===== src/rtl/axis_pattern_gen.sv =====
// AXI-Stream pattern source: programmed frames of incrementing bytes with fixed tid/tdest.
// Define AXIS_PATTERN_GEN_GAP_EN to insert GAP_CYCLES idle cycles between frames of a run.
module axis_pattern_gen #(
  parameter int DATA_WIDTH = 64,
  parameter int KEEP_WIDTH = (DATA_WIDTH + 7) / 8,
  parameter int ID_WIDTH   = 8,
  parameter int DEST_WIDTH = 8,
  parameter int USER_WIDTH = 1,
  parameter int LEN_WIDTH  = 16,
  parameter int GAP_CYCLES = 4
) (
  input  logic                  clk,
  input  logic                  rst_n,
  input  logic                  start,
  input  logic                  stop,
  input  logic [LEN_WIDTH-1:0]  frame_len,
  input  logic [15:0]           frame_count,
  input  logic [ID_WIDTH-1:0]   cfg_id,
  input  logic [DEST_WIDTH-1:0] cfg_dest,
  output logic                  busy,
  output logic [31:0]           frames_sent,
  output logic [DATA_WIDTH-1:0] m_axis_tdata,
  output logic [KEEP_WIDTH-1:0] m_axis_tkeep,
  output logic                  m_axis_tvalid,
  input  logic                  m_axis_tready,
  output logic                  m_axis_tlast,
  output logic [ID_WIDTH-1:0]   m_axis_tid,
  output logic [DEST_WIDTH-1:0] m_axis_tdest,
  output logic [USER_WIDTH-1:0] m_axis_tuser
);

  typedef enum logic [1:0] {
    S_IDLE,
    S_SEND
`ifdef AXIS_PATTERN_GEN_GAP_EN
    , S_GAP
`endif
  } state_t;

  state_t                r_state, w_state;
  logic [LEN_WIDTH-1:0]  r_len, w_len, r_off, w_off;
  logic [15:0]           r_count, w_count, r_f, w_f;
  logic [ID_WIDTH-1:0]   r_id, w_id;
  logic [DEST_WIDTH-1:0] r_dest, w_dest;
  logic [31:0]           r_frames_sent, w_frames_sent;
  logic                  r_busy, w_busy, r_tvalid, w_tvalid, r_tlast, w_tlast;
  logic [DATA_WIDTH-1:0] r_tdata, w_tdata;
  logic [KEEP_WIDTH-1:0] r_tkeep, w_tkeep;
  logic [USER_WIDTH-1:0] r_tuser, w_tuser;
  logic                  w_load, w_hs;
  logic [7:0]            w_gen_f;
  logic [31:0]           w_gen_off, w_gen_len;
`ifdef AXIS_PATTERN_GEN_GAP_EN
  logic [31:0]           r_gap, w_gap;
`else
  logic                  w_unused_gap;
  assign w_unused_gap = (GAP_CYCLES != 0);
`endif

  always_comb begin
    w_state       = r_state;
    w_len         = r_len;
    w_off         = r_off;
    w_count       = r_count;
    w_f           = r_f;
    w_id          = r_id;
    w_dest        = r_dest;
    w_frames_sent = r_frames_sent;
    w_busy        = r_busy;
    w_tvalid      = r_tvalid;
    w_tlast       = r_tlast;
    w_tdata       = r_tdata;
    w_tkeep       = r_tkeep;
    w_tuser       = r_tuser;
    w_load        = 1'b0;
    w_hs          = r_tvalid && m_axis_tready;
    w_gen_f       = r_f[7:0];
    w_gen_off     = '0;
    w_gen_len     = 32'(r_len);
`ifdef AXIS_PATTERN_GEN_GAP_EN
    w_gap         = r_gap;
`endif
    case (r_state)
      S_IDLE: begin
        if (start) begin
          w_len     = (frame_len == '0) ? LEN_WIDTH'(1) : frame_len;
          w_count   = frame_count;
          w_id      = cfg_id;
          w_dest    = cfg_dest;
          w_f       = '0;
          w_off     = '0;
          w_busy    = 1'b1;
          w_gen_f   = '0;
          w_gen_len = 32'(w_len);
          w_load    = 1'b1;
          w_state   = S_SEND;
        end
      end
      S_SEND: begin
        if (w_hs && !r_tlast) begin
          w_gen_off = 32'(r_off) + 32'(KEEP_WIDTH);
          w_off     = LEN_WIDTH'(w_gen_off);
          w_load    = 1'b1;
        end else if (w_hs) begin
          w_frames_sent = r_frames_sent + 32'd1;
          w_f           = r_f + 16'd1;
          w_off         = '0;
          w_tvalid      = 1'b0;
          w_tlast       = 1'b0;
          if (((r_count != '0) && (w_f == r_count)) || stop) begin
            w_busy  = 1'b0;
            w_state = S_IDLE;
          end else begin
`ifdef AXIS_PATTERN_GEN_GAP_EN
            w_gap   = 32'(GAP_CYCLES) - 32'd1;
            w_state = S_GAP;
`else
            // Next frame's first beat is loaded on the tlast handshake itself.
            w_gen_f = w_f[7:0];
            w_load  = 1'b1;
`endif
          end
        end
      end
`ifdef AXIS_PATTERN_GEN_GAP_EN
      S_GAP: begin
        if (stop) begin
          w_busy  = 1'b0;
          w_state = S_IDLE;
        end else if (r_gap == '0) begin
          w_load  = 1'b1;
          w_state = S_SEND;
        end else begin
          w_gap = r_gap - 32'd1;
        end
      end
`endif
      default: w_state = S_IDLE;
    endcase

    if (w_load) begin
      w_tvalid   = 1'b1;
      w_tdata    = '0;
      w_tkeep    = '0;
      w_tuser    = '0;
      w_tuser[0] = (w_gen_off == '0);
      w_tlast    = (w_gen_off + 32'(KEEP_WIDTH) >= w_gen_len);
      for (int unsigned i = 0; i < KEEP_WIDTH; i++) begin
        if (w_gen_off + i < w_gen_len) begin
          w_tdata[8*i +: 8] = w_gen_f + w_gen_off[7:0] + 8'(i);
          w_tkeep[i]        = 1'b1;
        end
      end
    end
  end

  always_ff @(posedge clk or negedge rst_n) begin
    if (!rst_n) begin
      r_state       <= S_IDLE;
      r_len         <= '0;
      r_off         <= '0;
      r_count       <= '0;
      r_f           <= '0;
      r_id          <= '0;
      r_dest        <= '0;
      r_frames_sent <= '0;
      r_busy        <= 1'b0;
      r_tvalid      <= 1'b0;
      r_tlast       <= 1'b0;
      r_tdata       <= '0;
      r_tkeep       <= '0;
      r_tuser       <= '0;
`ifdef AXIS_PATTERN_GEN_GAP_EN
      r_gap         <= '0;
`endif
    end else begin
      r_state       <= w_state;
      r_len         <= w_len;
      r_off         <= w_off;
      r_count       <= w_count;
      r_f           <= w_f;
      r_id          <= w_id;
      r_dest        <= w_dest;
      r_frames_sent <= w_frames_sent;
      r_busy        <= w_busy;
      r_tvalid      <= w_tvalid;
      r_tlast       <= w_tlast;
      r_tdata       <= w_tdata;
      r_tkeep       <= w_tkeep;
      r_tuser       <= w_tuser;
`ifdef AXIS_PATTERN_GEN_GAP_EN
      r_gap         <= w_gap;
`endif
    end
  end

  assign busy          = r_busy;
  assign frames_sent   = r_frames_sent;
  assign m_axis_tdata  = r_tdata;
  assign m_axis_tkeep  = r_tkeep;
  assign m_axis_tvalid = r_tvalid;
  assign m_axis_tlast  = r_tlast;
  assign m_axis_tid    = r_id;
  assign m_axis_tdest  = r_dest;
  assign m_axis_tuser  = r_tuser;

endmodule

===== config.mk =====
export PLATFORM = sky130hd
export DESIGN_NAME = axis_pattern_gen
export DESIGN_NICKNAME = d
export VERILOG_FILES = /design/src/rtl/axis_pattern_gen.sv
export SDC_FILE = /design/constraint.sdc
export NUM_CORES = 1
export LEC_CHECK = 0
export BUFFER_PORTS_ARGS = -buffer_cell sky130_fd_sc_hd__buf_4
export CAP_MARGIN = 20
export CORE_ASPECT_RATIO = 1.25
export CORE_MARGIN = 3
export CORE_UTILIZATION = 39
export DETAILED_ROUTE_END_ITERATION = 16
export GPL_ROUTABILITY_DRIVEN = 1
export GPL_TIMING_DRIVEN = 0
export HOLD_SLACK_MARGIN = 0.02
export SETUP_SLACK_MARGIN = 0.4
export SLEW_MARGIN = 20
export SYNTH_ARGS = -nofsm -noshare
export SYNTH_HDL_FRONTEND = slang
export SYNTH_SLANG_ARGS = --single-unit

===== constraint.sdc =====
create_clock -name clk -period 15.7 [get_ports clk]
set_clock_uncertainty 0.05 [all_clocks]
set_input_delay 3.14 -clock clk [delete_from_list [all_inputs] [get_ports clk]]
set_output_delay 3.14 -clock clk [all_outputs]
set_load 0.01 [all_outputs]

==> tab_implementation.tex <==
\begin{tabular}{lr}
\hline
Metric & Value \\
\hline
\multicolumn{2}{l}{\textbf{Routing}} \\
\quad Final routed wirelength across all metal layers & 32,700 um \\
\quad Vias post-DR & 9,763 \\
\quad Post-route antenna net violation count & 0 \\
\quad Number of DRC markers in iteration 0 & 478 \\
\quad Drt wl/cell & 17.7 um \\
\quad DRC violation count after routing & 0 \\
\quad Router iterations before antenna repair & 5 \\
\quad Per-cell via count in the routed design & 5.27 \\
\multicolumn{2}{l}{\textbf{Floorplanning}} \\
\quad Placeable Area & 28,600 um2 \\
\quad Effective utilization at floorplan & 0.399 \\
\quad Die Footprint & 31,300 um2 \\
\quad Die span in y & 197 um \\
\quad Die outline width & 159 um \\
\quad Row count & 69 \\
\quad Boundary Pins & 177 \\
\multicolumn{2}{l}{\textbf{Synthesis}} \\
\quad Post-Syn Instances & 1,242 \\
\quad Count leader, synth & sky130\_fd\_sc\_hd\_\_nand2\_1 \\
\quad Share of the synthesized area in the top cell type & 0.406 \\
\quad Largest cells by area after synthesis & sky130\_fd\_sc\_hd\_\_dfrtp\_1 41\%, sky130\_fd\_sc\_hd\_\_ha\_1 9.3\%, sky130\_fd\_sc\_hd\_\_nand2\_1 7.5\%, sky130\_fd\_sc\_hd\_\_xnor2\_1 6.5\%, sky130\_fd\_sc\_hd\_\_a22o\_1 4.5\% \\
\quad Post-synthesis cell type with the largest combined area & sky130\_fd\_sc\_hd\_\_dfrtp\_1 \\
\quad \#FFs+latches synth & 185 \\
\quad Cell area after synthesis & 11,400 um2 \\
\quad Post-synth top cells & 228 x sky130\_fd\_sc\_hd\_\_nand2\_1, 185 x sky130\_fd\_sc\_hd\_\_dfrtp\_1, 86 x sky130\_fd\_sc\_hd\_\_nor2\_1, 85 x sky130\_fd\_sc\_hd\_\_ha\_1, 84 x sky130\_fd\_sc\_hd\_\_xnor2\_1 \\
\quad Asr flop ratio synth & 1.00 \\
\quad Number of synthesized flops with an enable pin & 0 \\
\quad Seq/Total Area, Yosys & 0.406 \\
\quad Flip-flop cell with the highest count after synthesis & sky130\_fd\_sc\_hd\_\_dfrtp\_1 \\
\quad Number of different library cells in the post-synthesis netlist & 73 \\
\quad Post-Syn Area per Cell & 9.18 um2 \\
\quad Number of synthesis warnings & 0 \\
\multicolumn{2}{l}{\textbf{Worst setup path}} \\
\quad Required time of the critical path & 16.03 ns \\
\quad Critical path startpoint category & primary input \\
\quad Critical Path AT & 7.66 ns \\
\quad Maximum net fanout on the critical path & 10 \\
\quad Internal reg-to-reg setup slack & 9.40 ns \\
\quad CP Class & in -> reg \\
\quad Kind of end point of the critical path & flop \\
\multicolumn{2}{l}{\textbf{Clock network}} \\
\quad CTS clock-pin slew for the worst setup and hold paths & 0.08 ns \\
\quad Depth of the CTS H-tree & 4 \\
\quad Total setup buffers inserted after CTS & 0 \\
\quad Skew-Pair Late Insertion Delay & 0.44 ns \\
\quad Number of gates given a new drive strength after cts & 0 \\
\quad Clk Tree Root Cell & sky130\_fd\_sc\_hd\_\_clkbuf\_16 \\
\quad Sink count of the clock tree & 185 \\
\quad Buffer depth of the longest clock path & 2 \\
\quad Number of hold-repair buffers added at the cts stage & 0 \\
\quad Number of buffers inserted during clock tree synthesis & 17 \\
\quad CTS tree & done \\
\multicolumn{2}{l}{\textbf{STA}} \\
\quad Period minus WS final & 7.33 ns \\
\quad Fin crit share & 0.467 \\
\quad RSZ-0062 raised after global routing & false \\
\quad Number of failing hold endpoints at the final stage & 0 \\
\quad Total Neg Setup Slack & 0 ns \\
\quad Transition at the pin with the smallest max-transition slack & 0.972 ns \\
\quad Final setup fails & 0 \\
\quad Max Transition Viols Final & 0 \\
\quad Worst-case headroom to the max-slew limit & 0.352 \\
\quad Max frequency & 0.136 GHz \\
\multicolumn{2}{l}{\textbf{Global routing}} \\
\quad Gr usage total & 0.206 \\
\quad Maximum number of pins on one net before global-route repair & 85 \\
\quad Wire length of the first global-routing pass & 51,900 um \\
\quad Initial antenna violation count & 0 \\
\quad Via count of the first global-routing pass & 9,682 \\
\quad Overflow left after global routing & 0 \\
\multicolumn{2}{l}{\textbf{Run}} \\
\quad Max-cap violations & 0 \\
\multicolumn{2}{l}{\textbf{Placed design}} \\
\quad Number of placed cells counting well taps & 1,822 \\
\quad Count of port buffers added during placement & 176 \\
\quad HPWL after DPL & 25,200 um \\
\quad Final estimated routing congestion in global placement & 0.849 \\
\quad Area post-placement & 13,300 um2 \\
\multicolumn{2}{l}{\textbf{Power}} \\
\quad PwrDens & 71.8 nW/um2 \\
\quad Standby leakage power & 7.25 nW \\
\quad Total power & 1.00 mW \\
\quad Maximum vdd ir drop & 71.1 uV \\
\multicolumn{2}{l}{\textbf{Cells and area}} \\
\quad Sequential cell area & 4630 um2 \\
\quad Final standard cell area without fillers & 14,000 um2 \\
\quad Number of cells in the finished layout apart from fillers & 1,854 \\
\quad Final core utilization & 0.488 \\
\quad Number of fillers in the final layout & 2,793 \\
\quad Area grow syn2layout & 22.4\% \\
\quad Fraction of layout instances using a drive strength above 1 & 0.171 \\
\quad Total area of multi-input combinational cells & 6460 um2 \\
\quad Antenna diodes & 0 \\
\quad \# nets final & 1,590 \\
\multicolumn{2}{l}{\textbf{Hold path}} \\
\quad Worst hold path type & reg -> reg \\
\multicolumn{2}{l}{\textbf{Run status}} \\
\quad Outcome & complete, no violations \\
\hline
\end{tabular}
## path summary, 6_finish.rpt
| kind | from | end | depth (start not counted) |
|---|---|---|---|
| max | start | m_axis_tdata[62]$_DFFE_PN0P_ | 17 |
| min | frames_sent[31]$_DFFE_PN0P_ | frames_sent[31]$_DFFE_PN0P_ | 1 |
| max reg2reg | r_f[1]$_DFFE_PN0P_ | m_axis_tdata[23]$_DFFE_PN0P_ | 20 |
| min reg2reg | frames_sent[31]$_DFFE_PN0P_ | frames_sent[31]$_DFFE_PN0P_ | 1 |
| max in group asynchronous | rst_n | r_len[14]$_DFFE_PN0P_ | 3 |
| min in group asynchronous | rst_n | frames_sent[30]$_DFFE_PN0P_ | 1 |
## power breakdown
group	internal, mW	switching [mW]	total (mW)	leakage, nW
sequential	0.482	0.00472	0.487	2.51
combinational	0.0307	0.0433	0.0740	4.45
clock	0.228	0.213	0.441	0.293
total	0.741	0.261	1.00	7.25
## sequential cells by signal, summed over array words and instances, names as in the netlist, 8 cells and up
signal,flops
m_axis_tdata,64
frames_sent,32
r_count,16
r_f,16
r_len,16
r_off,13
m_axis_tdest,8
m_axis_tid,8
m_axis_tkeep,8
## kinds of logic after synthesis
kind of cell / count (synthesis) / synth area share
XOR/XNOR: 128 / 0.0984
other: 2 / 0.000659
AO/OA/AOI/OAI: 269 / 0.163
multiplexers: 6 / 0.00549
buffers and inverters: 92 / 0.0332
adder cells (fa/ha/maj): 86 / 0.0951
AND/OR/NAND/NOR: 474 / 0.198
flip-flops: 185 / 0.406
## layout by cell type, fill, tap and decap left out, types with 4 or more instances in the layout
| master | Yosys | routed |
|---|---|---|
| sky130_fd_sc_hd__o31ai_1 | 7 | 7 |
| sky130_fd_sc_hd__a22o_1 | 58 | 58 |
| sky130_fd_sc_hd__and3_1 | 14 | 14 |
| sky130_fd_sc_hd__mux2i_1 | 4 | 4 |
| sky130_fd_sc_hd__and2_1 | 6 | 6 |
| sky130_fd_sc_hd__clkbuf_1 | 28 | 28 |
| sky130_fd_sc_hd__ha_1 | 85 | 85 |
| sky130_fd_sc_hd__nor3_1 | 11 | 11 |
| sky130_fd_sc_hd__inv_6 | 0 | 4 |
| sky130_fd_sc_hd__nand3_1 | 39 | 39 |
| sky130_fd_sc_hd__inv_1 | 43 | 43 |
| sky130_fd_sc_hd__o21ai_0 | 51 | 51 |
| sky130_fd_sc_hd__nor2_1 | 86 | 86 |
| sky130_fd_sc_hd__nor2b_1 | 9 | 9 |
| sky130_fd_sc_hd__o21ai_1 | 6 | 6 |
| sky130_fd_sc_hd__xor2_1 | 44 | 44 |
| sky130_fd_sc_hd__or3_1 | 4 | 4 |
| sky130_fd_sc_hd__and4_1 | 5 | 5 |
| sky130_fd_sc_hd__buf_1 | 5 | 5 |
| sky130_fd_sc_hd__dfrtp_1 | 185 | 185 |
| sky130_fd_sc_hd__a21oi_1 | 53 | 53 |
| sky130_fd_sc_hd__nand2_1 | 228 | 228 |
| sky130_fd_sc_hd__clkbuf_16 | 0 | 17 |
| sky130_fd_sc_hd__xnor2_1 | 84 | 81 |
| sky130_fd_sc_hd__buf_2 | 11 | 11 |
| sky130_fd_sc_hd__o21bai_1 | 5 | 5 |
| sky130_fd_sc_hd__buf_4 | 3 | 178 |
| sky130_fd_sc_hd__nand2b_1 | 8 | 8 |
| sky130_fd_sc_hd__nor4_1 | 17 | 16 |
| sky130_fd_sc_hd__nand4_1 | 21 | 21 |
| sky130_fd_sc_hd__a21o_1 | 40 | 40 |
| sky130_fd_sc_hd__conb_1 | 2 | 13 |
| sky130_fd_sc_hd__o22ai_1 | 8 | 8 |
## through the flow
step | hold WS, ns | worst slack (ns)
6_report | 0.421 | 8.37
5_1_grt | 0.433 | 8.07
4_1_cts | 0.423 | 8.41
3_5_place_dp | 0.409 | 7.97
3_3_place_gp | 0.402 | 8.01
2_1_floorplan | 0.389 | 9.33
## critical path: stages
cell and delay (ns):
sky130_fd_sc_hd__buf_4 0.12, sky130_fd_sc_hd__inv_1 0.09, sky130_fd_sc_hd__nor2_1 0.26, sky130_fd_sc_hd__clkbuf_1 0.72, sky130_fd_sc_hd__clkbuf_1 0.47, sky130_fd_sc_hd__nand2_1 0.11, sky130_fd_sc_hd__nand2_1 0.10, sky130_fd_sc_hd__inv_1 0.11
sky130_fd_sc_hd__ha_1 0.37, sky130_fd_sc_hd__a21o_1 0.17, sky130_fd_sc_hd__a21o_1 0.18, sky130_fd_sc_hd__a21oi_1 0.13, sky130_fd_sc_hd__o21ai_0 0.11, sky130_fd_sc_hd__a2111oi_0 0.41, sky130_fd_sc_hd__o31ai_1 0.14, sky130_fd_sc_hd__a21oi_1 0.76
sky130_fd_sc_hd__a22o_1 0.24
## metal layers
layer  vias to the layer above  GRT usage  routed length (um)
met5                         -          0                   0
li1                       4761          -                   -
met1                      4731      0.248               13800
met3                        64     0.0338                1130
met2                       207      0.369               16700
met4                         0     0.0840                1190
## layout make-up
| class | count | share of cell area |
|---|---|---|
| Clock buffer | 17 | 0.0305 |
| Buffer | 48 | 0.0152 |
| Tap cell | 390 | 0.0350 |
| Multi-Input combinational cell | 976 | 0.463 |
| Sequential cell | 185 | 0.332 |
| Timing Repair Buffer | 179 | 0.100 |
| Clock inverter | 15 | 0.0127 |
| Inverter | 44 | 0.0118 |
No activity file was read; power rests on OpenSTA's default activity.
